--- src/rtl/alu_seq_if.sv ---
// Operation/result handshake bundle between the decode stage, alu_seq and writeback.
interface alu_seq_if #(
  parameter int unsigned DATA_WIDTH = 8
);
  logic                  in_valid;
  logic                  in_ready;
  logic [3:0]            op_code;
  logic [DATA_WIDTH-1:0] inA;
  logic [DATA_WIDTH-1:0] inB;
  logic                  out_valid;
  logic                  out_ready;
  logic [DATA_WIDTH-1:0] result;
  logic                  is_zero;
  logic                  carry;

  // Producer of operations and consumer of results
  modport master (
    output in_valid, op_code, inA, inB, out_ready,
    input  in_ready, out_valid, result, is_zero, carry
  );

  // The ALU itself
  modport slave (
    input  in_valid, op_code, inA, inB, out_ready,
    output in_ready, out_valid, result, is_zero, carry
  );
endinterface

--- src/rtl/alu_seq.sv ---
// Registered, handshaked ALU with carry reporting and an iterative shift-add multiply.
module alu_seq #(
  parameter int unsigned DATA_WIDTH = 8
) (
  input logic         clk,
  input logic         rst_n,
  alu_seq_if.slave    bus
);

  localparam int unsigned W    = DATA_WIDTH;
  localparam int unsigned CntW = $clog2(W + 1);

  localparam logic [0:0] StIdle = 1'b0;
  localparam logic [0:0] StMul  = 1'b1;

  localparam logic [3:0] OpAdd = 4'b0010;
  localparam logic [3:0] OpAnd = 4'b0011;
  localparam logic [3:0] OpXor = 4'b0100;
  localparam logic [3:0] OpLda = 4'b0101;
  localparam logic [3:0] OpSub = 4'b1000;
  localparam logic [3:0] OpShl = 4'b1001;
  localparam logic [3:0] OpShr = 4'b1010;
  localparam logic [3:0] OpMul = 4'b1011;

  logic [0:0]      state_q, state_d;
  logic [CntW-1:0] cnt_q, cnt_d;
  logic [2*W-1:0]  acc_q, acc_d;
  logic [2*W-1:0]  mcand_q, mcand_d;
  logic [W-1:0]    mplier_q, mplier_d;
  logic [W-1:0]    result_q, result_d;
  logic            zero_q, zero_d;
  logic            carry_q, carry_d;
  logic            out_valid_q, out_valid_d;

  logic [W-1:0]    alu_res;
  logic            alu_carry;
  logic [2*W-1:0]  acc_step;
  logic [2*W-1:0]  prod;
  logic [W-1:0]    prod_lo;
  logic            mul_done;
  logic            slot_free;
  logic            in_ready;
  logic            accept;

  assign slot_free = !out_valid_q || bus.out_ready;
  assign in_ready  = (state_q == StIdle) && slot_free;
  assign accept    = bus.in_valid && in_ready;

  // Single-cycle datapath for every opcode except MUL
  always_comb begin
    alu_res   = bus.inA;
    alu_carry = 1'b0;
    case (bus.op_code)
      OpAdd: {alu_carry, alu_res} = {1'b0, bus.inA} + {1'b0, bus.inB};
      OpAnd: alu_res = bus.inA & bus.inB;
      OpXor: alu_res = bus.inA ^ bus.inB;
      OpLda: alu_res = bus.inB;
      OpSub: begin
        alu_res   = bus.inA - bus.inB;
        alu_carry = bus.inA < bus.inB;
      end
      OpShl: begin
        alu_res   = {bus.inA[W-2:0], 1'b0};
        alu_carry = bus.inA[W-1];
      end
      OpShr: begin
        alu_res   = {1'b0, bus.inA[W-1:1]};
        alu_carry = bus.inA[0];
      end
      default: ;
    endcase
  end

  // One shift-add step; with one step left the product is final this cycle, so it can be
  // written without waiting an extra edge. At count 0 the held product is in acc_q.
  always_comb begin
    acc_step = acc_q + (mplier_q[0] ? mcand_q : '0);
    prod     = (cnt_q == '0) ? acc_q : acc_step;
    prod_lo  = prod[W-1:0];
    mul_done = (state_q == StMul) && (cnt_q <= CntW'(1));
  end

  // Next-state: FSM, multiplier registers and the output slot
  always_comb begin
    state_d     = state_q;
    cnt_d       = cnt_q;
    acc_d       = acc_q;
    mcand_d     = mcand_q;
    mplier_d    = mplier_q;
    result_d    = result_q;
    zero_d      = zero_q;
    carry_d     = carry_q;
    out_valid_d = out_valid_q && !bus.out_ready;
    case (state_q)
      StIdle: begin
        if (accept) begin
          if (bus.op_code == OpMul) begin
            mcand_d  = {{W{1'b0}}, bus.inA};
            mplier_d = bus.inB;
            acc_d    = '0;
            cnt_d    = CntW'(W);
            state_d  = StMul;
          end else begin
            result_d    = alu_res;
            carry_d     = alu_carry;
            zero_d      = (alu_res == '0);
            out_valid_d = 1'b1;
          end
        end
      end
      StMul: begin
        if (mul_done && slot_free) begin
          result_d    = prod_lo;
          carry_d     = |prod[2*W-1:W];
          zero_d      = (prod_lo == '0);
          out_valid_d = 1'b1;
          acc_d       = prod;
          cnt_d       = '0;
          state_d     = StIdle;
        end else if (cnt_q != '0) begin
          acc_d    = acc_step;
          mcand_d  = mcand_q << 1;
          mplier_d = mplier_q >> 1;
          cnt_d    = cnt_q - CntW'(1);
        end
      end
      default: state_d = StIdle;
    endcase
  end

  // State registers
  always_ff @(posedge clk or negedge rst_n) begin
    if (!rst_n) begin
      state_q     <= StIdle;
      cnt_q       <= '0;
      acc_q       <= '0;
      mcand_q     <= '0;
      mplier_q    <= '0;
      result_q    <= '0;
      zero_q      <= 1'b0;
      carry_q     <= 1'b0;
      out_valid_q <= 1'b0;
    end else begin
      state_q     <= state_d;
      cnt_q       <= cnt_d;
      acc_q       <= acc_d;
      mcand_q     <= mcand_d;
      mplier_q    <= mplier_d;
      result_q    <= result_d;
      zero_q      <= zero_d;
      carry_q     <= carry_d;
      out_valid_q <= out_valid_d;
    end
  end

  assign bus.in_ready  = in_ready;
  assign bus.out_valid = out_valid_q;
  assign bus.result    = result_q;
  assign bus.is_zero   = zero_q;
  assign bus.carry     = carry_q;

endmodule

--- src/flat_wrapper.sv ---
// flat-port wrapper written by rule: the top's interface ports become plain ports
module alu_seq_flat 
#(
  parameter int unsigned DATA_WIDTH = 8
)
  (clk, rst_n, bus_in_valid, bus_op_code, bus_inA, bus_inB, bus_out_ready, bus_in_ready, bus_out_valid, bus_result, bus_is_zero, bus_carry);
  alu_seq_if #(.DATA_WIDTH(DATA_WIDTH)) bus_i ();
  input logic clk;
  input logic rst_n;
  input wire logic [$bits(bus_i.in_valid)-1:0] bus_in_valid;
  input wire logic [$bits(bus_i.op_code)-1:0] bus_op_code;
  input wire logic [$bits(bus_i.inA)-1:0] bus_inA;
  input wire logic [$bits(bus_i.inB)-1:0] bus_inB;
  input wire logic [$bits(bus_i.out_ready)-1:0] bus_out_ready;
  output wire logic [$bits(bus_i.in_ready)-1:0] bus_in_ready;
  output wire logic [$bits(bus_i.out_valid)-1:0] bus_out_valid;
  output wire logic [$bits(bus_i.result)-1:0] bus_result;
  output wire logic [$bits(bus_i.is_zero)-1:0] bus_is_zero;
  output wire logic [$bits(bus_i.carry)-1:0] bus_carry;
  assign bus_i.in_valid = bus_in_valid;
  assign bus_i.op_code = bus_op_code;
  assign bus_i.inA = bus_inA;
  assign bus_i.inB = bus_inB;
  assign bus_i.out_ready = bus_out_ready;
  assign bus_in_ready = bus_i.in_ready;
  assign bus_out_valid = bus_i.out_valid;
  assign bus_result = bus_i.result;
  assign bus_is_zero = bus_i.is_zero;
  assign bus_carry = bus_i.carry;
  alu_seq #(.DATA_WIDTH(DATA_WIDTH)) u_core (.clk(clk), .rst_n(rst_n), .bus(bus_i));
endmodule
--- config.mk ---
export PLATFORM = sky130hd
export DESIGN_NAME = alu_seq_flat
export DESIGN_NICKNAME = d
export VERILOG_FILES = /design/src/rtl/alu_seq_if.sv /design/src/rtl/alu_seq.sv /design/src/flat_wrapper.sv
export SDC_FILE = /design/constraint.sdc
export NUM_CORES = 1
export LEC_CHECK = 0
export BUFFER_PORTS_ARGS = -buffer_cell sky130_fd_sc_hd__buf_2
export CAP_MARGIN = 30
export CORE_MARGIN = 4
export CORE_UTILIZATION = 44
export CTS_CLUSTER_SIZE = 14
export DETAILED_ROUTE_END_ITERATION = 10
export GPL_ROUTABILITY_DRIVEN = 0
export GPL_TIMING_DRIVEN = 0
export PLACE_DENSITY = 0.59
export SETUP_SLACK_MARGIN = 0.3
export SLEW_MARGIN = 30
export SYNTH_ARGS = -nofsm -noshare
export SYNTH_HDL_FRONTEND = slang
export SYNTH_SLANG_ARGS = --single-unit
--- constraint.sdc ---
create_clock -name clk -period 3.1 [get_ports clk]
set_input_delay 0.465 -clock clk [delete_from_list [all_inputs] [get_ports clk]]
set_output_delay 0.465 -clock clk [all_outputs]
set_load 0.02 [all_outputs]
==> results of run 1 <==
[registers in the layout, indices dropped and copies added, names as in the netlist]
signal,flops
u_core.bus.result,8
u_core.bus.out_valid,1
u_core.mplier_q,8
u_core.cnt_q,4
u_core.acc_q,16
u_core.mcand_q,16
u_core.state_q,1
u_core.bus.carry,1
u_core.bus.is_zero,1
[cells in the mapped netlist, drive strengths merged (5+ instances only)]
cell type and instances:
buf 10, mux2i 19, nand3 16, dfrtp 56, o31ai 5, nor2 37
nor3 14, o21ai 66, inv 25, nand2b 7, a22o 11, mux2 7
ha 35, xnor2 9, nor2b 14, nand2 98, o211ai 11, a21oi 39
a211oi 5, and2 19, nor4 5, clkbuf 26, a21o 9, and3 5
o22ai 10, a31oi 6
[cells in the final DEF (no fill, tap or decap), drive strengths merged, types with 4 or more instances in the layout]
cell / n
a31oi: 6
ha: 35
o311ai: 4
mux2: 7
xnor2: 9
nor3: 14
and3: 5
dfrtp: 56
nand2b: 7
nor2: 37
xor2: 4
mux2i: 19
o211ai: 11
nor2b: 14
a221oi: 4
nor4: 5
a22o: 11
a22oi: 4
a21o: 9
or3: 4
o22ai: 10
inv: 26
and2: 19
nand2: 98
or2: 4
buf: 64
a21oi: 39
a211oi: 5
o21bai: 4
nand3: 16
o21ai: 66
o31ai: 5
clkbuf: 30
[metrics by stage]
step | hold slack [ns] | setup slack, ns
floorplan | 0.1694 | 0.4474
finish | 0.2113 | 0.1744
CTS | 0.2535 | 0.2571
global placement | 0.4471 | -0.3908
global route | 0.2778 | 0.1028
detailed placement | 0.4676 | -0.1992
[cell type report]
cell class / instances / area share
plain buffers: 36 / 0.03148
multi-input cells: 509 / 0.6015
clock buffers: 5 / 0.02099
flip-flops and latches: 56 / 0.2353
inverters: 25 / 0.01616
repair buffers: 53 / 0.05373
well taps: 140 / 0.02938
clock inverters: 3 / 0.01154
[where the power goes]
| group | switching [mW] | total (mW) | internal, mW |
|---|---|---|---|
| Combinational | 1.57 | 2.67 | 1.10 |
| Clock | 0.284 | 0.751 | 0.467 |
| Sequential | 0.248 | 1.26 | 1.01 |
| Total | 2.10 | 4.68 | 2.58 |
[how the worst min path moves through the flow]
stage | from | end | slack [ns] | cells past startpoint
6_report | rst_n | u_core.cnt_q[2] | 0.21 | 1
5_1_grt | rst_n | u_core.cnt_q[1] | 0.28 | 1
4_1_cts | rst_n | u_core.cnt_q[1] | 0.25 | 1
3_5_place_dp | u_core.bus.result[0] | u_core.bus.result[0] | 0.47 | 2
3_3_place_gp | u_core.bus.result[1] | u_core.bus.result[1] | 0.45 | 2
2_1_floorplan | rst_n | u_core.acc_q[0] | 0.17 | 0
[kinds of logic after synthesis]
logic type,after synthesis
flip-flops,56
AO/OA/AOI/OAI,199
adder cells (fa/ha/maj),38
XOR/XNOR,13
AND/OR/NAND/NOR,233
multiplexers,26
buffers and inverters,61
[timing repair]
| action | 4_1_cts | 5_1_grt |
|---|---|---|
| endpoints found under the setup margin | 8 | 24 |
| gates cloned | 0 | 0 |
| pin swaps | 17 | 18 |
| buffers inserted | 14 | 4 |
| gates resized for setup | 44 | 34 |
[layer usage]
layer  part of all wire  GRT usage
met1               0.43     0.3316
met2               0.48     0.3950
met3              0.066    0.02706
met4              0.023    0.07522
met5                  0          0
[worst max-delay path, cell delays in order (launching register included)]
cell	delay, ns
dfrtp_2	0.45
buf_8	0.14
buf_6	0.12
and2_4	0.14
ha_4	0.22
buf_6	0.12
a21oi_4	0.19
o2111ai_4	0.18
a311oi_2	0.23
nor2_1	0.09
xnor2_1	0.29
a31oi_2	0.16
o31ai_2	0.32
o41ai_2	0.13
==> impl_metrics.json, run 1 <==
{
  "outcome": "finished clean",
  "grt_antenna_before_repair": 0,
  "drt_pass1_iterations": 5,
  "synth_area_leaders": "dfrtp_1, ha_1, nand2_1, o21ai_0, a21oi_1",
  "synth.largest_area_cell": "dfrtp_1",
  "fill_cells": 1055,
  "clock_skew_ns": 0.008774,
  "hp-class": "in2async",
  "floorplan.io_pins": 36,
  "synthMuxAreaShare": 0.05447,
  "synth_edf_count": 0,
  "startpoint": "u_core.mplier_q[0]",
  "fin_total_pwr_mw": 4.680,
  "register_area_sq_mm": 0.001403,
  "cts_root_buffer": "clkbuf_16",
  "ir_worst_vdd_uv": 427.6,
  "syn_nets": 688,
  "yosys.area.top_type_share": 0.2838,
  "async_flop_share": 1.000,
  "placed_area_sq_mm": 0.005293,
  "grt_overflow": 0,
  "diodes": 0,
  "setup.worst_path.end_class": "flop",
  "drive_gt1_frac": 0.2052,
  "die_height_microns": 113.9,
  "initial_core_util": 0.4516,
  "synth_simple_gate_area_share": 0.2260,
  "synthAdderAreaFrac": 0.1008,
  "portBuffers": 35,
  "cts_sinks": 56,
  "utilization": 0.5452,
  "fp-row-count": 38,
  "slew_violations": 0,
  "die_x_microns": 113.9,
  "start_kind": "flop",
  "relSlewSlack": 0.4324,
  "hpwl_mm": 11.45,
  "cp_max_fo": 6,
  "max_cap_viol_count": 0,
  "area_growth_pct": 20.72,
  "timing.final.crit_period_ns": 2.926,
  "clock_latency_ns": 0.30,
  "syn_inst": 626,
  "syn_area_sq_mm": 0.004938,
  "cts_buffers": 5,
  "layoutNonFillerInstCount": 827,
  "path_clk_slew_ns": 0.08,
  "synth.avg_cell_area_sq_um": 7.889,
  "final_area_sq_mm": 0.005962,
  "die-area_sq_mm": 0.01298,
  "synth-xor-area-share": 0.02306,
  "rrSetupSlack_ns": 0.17,
  "drcViolationCount": 0,
  "synth_seq_area_share": 0.2838,
  "finalHoldViolations": 0,
  "dr.first_iter.drc_count": 353,
  "powerDensity_mw_per_mm2": 784.9,
  "yosysWarnings": 0,
  "cts-hold-fix-buffers": 0,
  "endpoint": "u_core.bus.carry",
  "required_ns": 3.27,
  "ctsHtreeMaxLevel": 2,
  "setup_viol": 0,
  "synth_top_family_by_area": "compound AO/OA/AOI/OAI gates",
  "ys_ff_latch": 56,
  "max_freq_mhz": 341.8,
  "multi_input_area_sq_mm": 0.003586,
  "core-area_sq_mm": 0.01094,
  "period_share": 0.9437,
  "rr_startpoint": "u_core.mplier_q[0]",
  "p_leak_nw": 2.590,
  "wl_mm": 15.66,
  "wl_per_cell_microns": 18.93,
  "worst-setup-path-type": "reg2reg",
  "fin_setup_tns_ns": 0,
  "vias_per_cell": 6.000,
  "vias": 4962,
  "worstPathArrival_ns": 3.10,
  "ys_types": 66,
  "nNetsFinal": 748,
  "clockBufferDepth": 2,
  "cts_tree": "yes",
  "grt_max_degree": 57,
  "antenna_left": 0,
  "r2r_end": "u_core.bus.carry",
  "rsz0062_at_grt": "true",
  "track_usage": 0.2403,
  "grt_pass1_vias": 4857,
  "r2r_cells": 13,
  "ys.flop_type": "dfrtp_1",
  "synth-compound-area-share": 0.2605,
  "dp.cells": 801,
  "grt_pass1_wl_mm": 24.98,
  "tightest_slew_ns": 0.8449
}
(Power assumes the default switching activity.)
==> inputs of run 2 (changes only) <==
--- a/config.mk
+++ b/config.mk
@@ -5,15 +5,16 @@
 export SDC_FILE = /design/constraint.sdc
 export NUM_CORES = 1
 export LEC_CHECK = 0
-export BUFFER_PORTS_ARGS = -buffer_cell sky130_fd_sc_hd__buf_2
 export CAP_MARGIN = 30
 export CORE_MARGIN = 4
 export CORE_UTILIZATION = 44
 export CTS_CLUSTER_SIZE = 14
 export DETAILED_ROUTE_END_ITERATION = 10
+export DONT_BUFFER_PORTS = 1
 export GPL_ROUTABILITY_DRIVEN = 0
 export GPL_TIMING_DRIVEN = 0
-export PLACE_DENSITY = 0.59
+export PLACE_DENSITY = 0.57
+export REMOVE_ABC_BUFFERS = 1
 export SETUP_SLACK_MARGIN = 0.3
 export SLEW_MARGIN = 30
 export SYNTH_ARGS = -nofsm -noshare
==> run 2 against run 1 <==
Maximum frequency up 3.9%. Critical path depth decreased by 2. Power is 11% lower. Register-to-register slack better by 0.11 ns. Combinational power fell by 21%. Final cell count down 9.6%. Sequential share of layout area is 2.6 points higher. Clock skew is 0.0045 ns lower. Core utilization is 5.3 points lower. Critical path type unchanged. Critical endpoint unchanged. Largest cell class unchanged.
==> impl_metrics.json, run 2 (synthesized netlist as in run 1, its figures left out) <==
{
  "max_cap_viol_count": 0,
  "tightest_slew_ns": 0.8398,
  "setup.worst_path.end_class": "flop",
  "grt_use_met1": 0.2946,
  "dr.first_iter.drc_count": 310,
  "grt-busiest-layer": "met2",
  "fill_cells": 1096,
  "timing.final.crit_period_ns": 2.816,
  "cts_root_buffer": "clkbuf_16",
  "diodes": 0,
  "required_ns": 3.28,
  "slowest_delay_ns": 0.45,
  "grt_pass1_wl_mm": 23.09,
  "wl_mm": 14.11,
  "floorplan.io_pins": 36,
  "p_clk_frac": 0.166,
  "fin_total_pwr_mw": 4.173,
  "crit_family": "compound AO/OA/AOI/OAI gates",
  "p_leak_nw": 2.314,
  "setup_viol": 0,
  "p_seq_frac": 0.327,
  "powerDensity_mw_per_mm2": 774.6,
  "fp-row-count": 38,
  "switching_power_mw": 1.853,
  "final_common_cell": "nand2_1",
  "clock_skew_ns": 0.004295,
  "finalHoldViolations": 0,
  "r2r_cells": 11,
  "worst-setup-path-type": "reg2reg",
  "die_height_microns": 113.9,
  "track_usage": 0.2202,
  "antenna_left": 0,
  "cts_buffers": 5,
  "worstPathArrival_ns": 2.99,
  "final_cell_mix": "nand2_1, o21ai_0, dfrtp_1, nor2_1, a21oi_1",
  "vias_per_cell": 6.135,
  "grt_max_degree": 57,
  "grt_overflow": 0,
  "largestRegisters": "u_core.acc_q (16), u_core.mcand_q (16)",
  "drive_gt1_frac": 0.09868,
  "area_growth_pct": 9.096,
  "hpwl_mm": 10.04,
  "core-area_sq_mm": 0.01094,
  "use_met2": 0.3630,
  "relSlewSlack": 0.4387,
  "start_kind": "flop",
  "drcViolationCount": 0,
  "drt_pass1_iterations": 5,
  "crit_chain": "and2_4, ha_2, fa_2, a21oi_4, o2111ai_4, a311oi_2, nor2_1, xnor2_1, a31oi_1, o31ai_1, o41ai_1",
  "utilization": 0.4927,
  "path_depth": 11,
  "clockBufferDepth": 2,
  "rsz0062_at_grt": "true",
  "switching_share": 0.4441,
  "grt_antenna_before_repair": 0,
  "initial_core_util": 0.4516,
  "path_clk_slew_ns": 0.07,
  "holdWs_ns": 0.02397,
  "combPwrFrac": 0.507,
  "nNetsFinal": 669,
  "grt_util_met3": 0.03714,
  "cpMaxStageDelayCell": "dfrtp_2",
  "die_x_microns": 113.9,
  "cts_tree": "yes",
  "vias": 4589,
  "p_int_mw": 2.320,
  "grt_pass1_vias": 4383,
  "period_share": 0.9084,
  "crit_buf_inv": 0,
  "ctsHtreeMaxLevel": 2,
  "cp_max_fo": 6,
  "die-area_sq_mm": 0.01298,
  "outcome": "finished clean",
  "hp-class": "in2async",
  "clock_latency_ns": 0.30,
  "ir_worst_vdd_uv": 520.4,
  "max_freq_mhz": 355.1,
  "slew_violations": 0,
  "cts_sinks": 56,
  "portBuffers": 0,
  "wl_per_cell_microns": 18.86
}
[run 2: per-layer routing]
metal / part of all wire / wire length (microns)
met5: 0 / 0
met1: 0.45 / 6341
met3: 0.055 / 773
met2: 0.47 / 6644
met4: 0.024 / 345
[run 2: final timing paths]
path	start	end	slack, ns
min in group clk	bus_in_valid	u_core.bus.out_valid	0.33
max in group asynchronous	rst_n	u_core.mplier_q[0]	2.80
hold / removal	rst_n	u_core.cnt_q[0]	0.02
setup reg to reg	u_core.mplier_q[0]	u_core.bus.carry	0.28
hold reg to reg	u_core.mplier_q[4]	u_core.mplier_q[4]	0.48
setup / recovery	u_core.mplier_q[0]	u_core.bus.carry	0.28
[run 2: power by group through the flow]
stage	registers (mW)	logic (mW)	clock network [mW]
4_1_cts	1.36	2.03	0.707
2_1_floorplan	1.33	1.41	0
3_3_place_gp	1.44	1.73	0
6_report	1.36	2.12	0.693
3_5_place_dp	1.46	1.80	0
5_1_grt	1.41	2.37	0.738
[run 2: final cells by class]
type | instances | area [sq um] | share of cell area
Inverter | 25 | 93.84 | 0.01742
Multi-Input combinational cell | 509 | 3407 | 0.6324
Clock buffer | 7 | 152.6 | 0.02833
Timing Repair Buffer | 10 | 122.6 | 0.02276
Clock inverter | 1 | 30.03 | 0.005574
Sequential cell | 56 | 1406 | 0.2610
Tap cell | 140 | 175.2 | 0.03251
[run 2: metrics by stage]
step	cell area [sq um]	std cells	setup WS, ns	setup TNS, ns
floorplan	4778	590	-0.7099	-16.84
global placement	4954	730	-2.140	-58.26
detailed placement	4986	731	-0.2234	-0.4024
CTS	5313	745	0.1719	0
global route	5388	748	0.1455	0
finish	5388	748	0.2841	0
[run 2: what timing repair did]
| action | CTS | global route |
|---|---|---|
| hold buffers | 1 | 0 |
| endpoints found under the setup margin | 5 | 30 |
| gates resized for setup | 13 | 15 |
| buffers inserted | 5 | 3 |
| hold endpoints to repair | 56 | 0 |
| pin swaps | 5 | 11 |
==> inputs of run 3 (changes only) <==
==> constraint.sdc (replaced) <==
create_clock -name clk -period 3.1 [get_ports clk]
set_input_delay 0.155 -clock clk [delete_from_list [all_inputs] [get_ports clk]]
set_output_delay 0.155 -clock clk [all_outputs]
set_load 0.02 [all_outputs]
==> run 3 against run 2 <==
Clock power increased by 0.6%. Critical path depth unchanged. Core utilization about the same. Clock skew about the same. Maximum frequency about the same. Power about the same. Count of clock-buffer cells in the layout unchanged. Global-route usage about the same. Critical path type unchanged.
==> impl_metrics.json, run 3 (synthesized netlist as in run 1, its figures left out) <==
{
  "area_growth_pct": 9.121,
  "largestRegisters": "u_core.acc_q (16), u_core.mcand_q (16)",
  "cp_max_fo": 6,
  "die-area_sq_mm": 0.01298,
  "wl_per_cell_microns": 18.92,
  "vias_per_cell": 6.103,
  "track_usage": 0.2201,
  "p_clk_frac": 0.167,
  "p_seq_frac": 0.327,
  "max_freq_mhz": 355.3,
  "ir_worst_vdd_uv": 519.3,
  "switching_power_mw": 1.854,
  "dr.first_iter.drc_count": 333,
  "initial_core_util": 0.4516,
  "clock_latency_ns": 0.30,
  "max_cap_viol_count": 0,
  "drt_pass1_iterations": 5,
  "cts_root_buffer": "clkbuf_16",
  "pre_cts_slack_ns": -0.2234,
  "slew_violations": 0,
  "diodes": 0,
  "period_share": 0.9080,
  "grt_max_degree": 57,
  "switching_share": 0.4443,
  "crit_chain": "and2_4, ha_2, fa_2, a21oi_4, o2111ai_4, a311oi_2, nor2_1, xnor2_1, a31oi_1, o31ai_1, o41ai_1",
  "grt_pass1_vias": 4364,
  "rsz0062_at_grt": "true",
  "cpMaxStageDelayCell": "dfrtp_2",
  "grt_antenna_before_repair": 0,
  "fin_total_pwr_mw": 4.172,
  "portBuffers": 0,
  "timing.final.crit_period_ns": 2.815,
  "final.setup.worst_slack_ns": 0.2853,
  "placed_area_sq_mm": 0.004986,
  "path_clk_slew_ns": 0.07,
  "wl_mm": 14.17,
  "cts_sinks": 56,
  "grt_pass1_wl_mm": 23.07,
  "worstPathArrival_ns": 2.99,
  "cts_buffers": 5,
  "clockBufferDepth": 2,
  "fp-row-count": 38,
  "die_height_microns": 113.9,
  "grt_overflow": 0,
  "setup_viol": 0,
  "worst-setup-path-type": "reg2reg",
  "tightest_slew_ns": 0.8751,
  "finalHoldViolations": 0,
  "final_area_sq_mm": 0.005389,
  "clock_skew_ns": 0.004281,
  "drive_gt1_frac": 0.09524,
  "combPwrFrac": 0.506,
  "layoutNonFillerInstCount": 749,
  "drcViolationCount": 0,
  "final_common_cell": "nand2_1",
  "setup.worst_path.end_class": "flop",
  "start_kind": "flop",
  "required_ns": 3.28,
  "core-area_sq_mm": 0.01094,
  "utilization": 0.4928,
  "die_x_microns": 113.9,
  "ctsHtreeMaxLevel": 2,
  "vias": 4571,
  "p_int_mw": 2.319,
  "nNetsFinal": 670,
  "antenna_left": 0,
  "hpwl_mm": 10.04,
  "powerDensity_mw_per_mm2": 774.2,
  "slowest_delay_ns": 0.45,
  "dp.cells": 731,
  "p_leak_nw": 2.316,
  "hp-class": "in2reg",
  "relSlewSlack": 0.4151,
  "outcome": "finished clean",
  "floorplan.io_pins": 36,
  "final_cell_mix": "nand2_1, o21ai_0, dfrtp_1, nor2_1, a21oi_1",
  "cts_tree": "yes"
}
## run 3: cell count changes in the layout (fill, tap and decap cells not counted)
| cell | before | now |
|---|---|---|
| a311oi_1 | 0 | 1 |
| a311oi_2 | 3 | 2 |
| dlygate4sd3_1 | 0 | 1 |
| nor2_1 | 35 | 36 |
| nor2_2 | 2 | 1 |
## run 3: through the flow
stage / hold slack, ns / TNS (ns)
final: 0.01995 / 0
after global routing: 0.04530 / 0
after CTS: 0.01298 / 0
after detailed placement: -0.1388 / -0.4024
after global placement: -0.1389 / -58.26
after floorplan: -0.1406 / -16.84
## run 3: power by group through the flow
stage               Combinational, mW  Sequential, mW  Clock [mW]
finish                           2.11            1.36       0.697
global route                     2.37            1.41       0.738
CTS                              2.04            1.36       0.707
detailed placement               1.80            1.46           0
global placement                 1.73            1.44           0
floorplan                        1.41            1.33           0
## run 3: timing repair
| item | in CTS | in global routing |
|---|---|---|
| endpoints found under the setup margin | 5 | 29 |
| endpoints found under the hold margin | 56 | 0 |
| pin swaps | 5 | 11 |
| hold buffers | 2 | 0 |
| gates resized for setup | 13 | 13 |
| setup buffers | 5 | 3 |
## run 3: path summary, 6_finish.rpt
kind                                     from                    to  slack (ns)  cells after the start
max                        u_core.mplier_q[0]      u_core.bus.carry        0.29                     11
min                              bus_in_valid  u_core.bus.out_valid        0.02                      2
max reg2reg                u_core.mplier_q[0]      u_core.bus.carry        0.29                     11
min reg2reg                u_core.mplier_q[4]    u_core.mplier_q[4]        0.48                      2
max in group asynchronous               rst_n    u_core.mplier_q[0]        2.45                      2
min in group asynchronous               rst_n       u_core.cnt_q[0]        0.38                      2
## run 3: cell type report
cell class | instances | area (sq um)
clock buffer | 7 | 152.6
clock inverter | 1 | 30.03
fill | 1093 | 5547
inverter | 25 | 93.84
multi-input combinational | 509 | 3398
sequential | 56 | 1406
tap | 140 | 175.2
timing repair buffer | 11 | 132.6
## run 3: metal layers
layer,GRT usage,up-vias,share of wire
li1,-,2227,-
met1,0.2944,2204,0.45
met2,0.3634,120,0.47
met3,0.03660,20,0.055
met4,0.06968,0,0.025
met5,0,-,0
## run 3: worst max-delay path, delay by kind of cell (launching register included)
| family | cells | cell delay (ns) |
|---|---|---|
| AOI/OAI and AO/OA | 6 | 1.17 |
| xor gates and xnor gates | 1 | 0.24 |
| adders and majority gates | 2 | 0.59 |
| DFF | 1 | 0.45 |
| and+or+nand+nor | 2 | 0.24 |
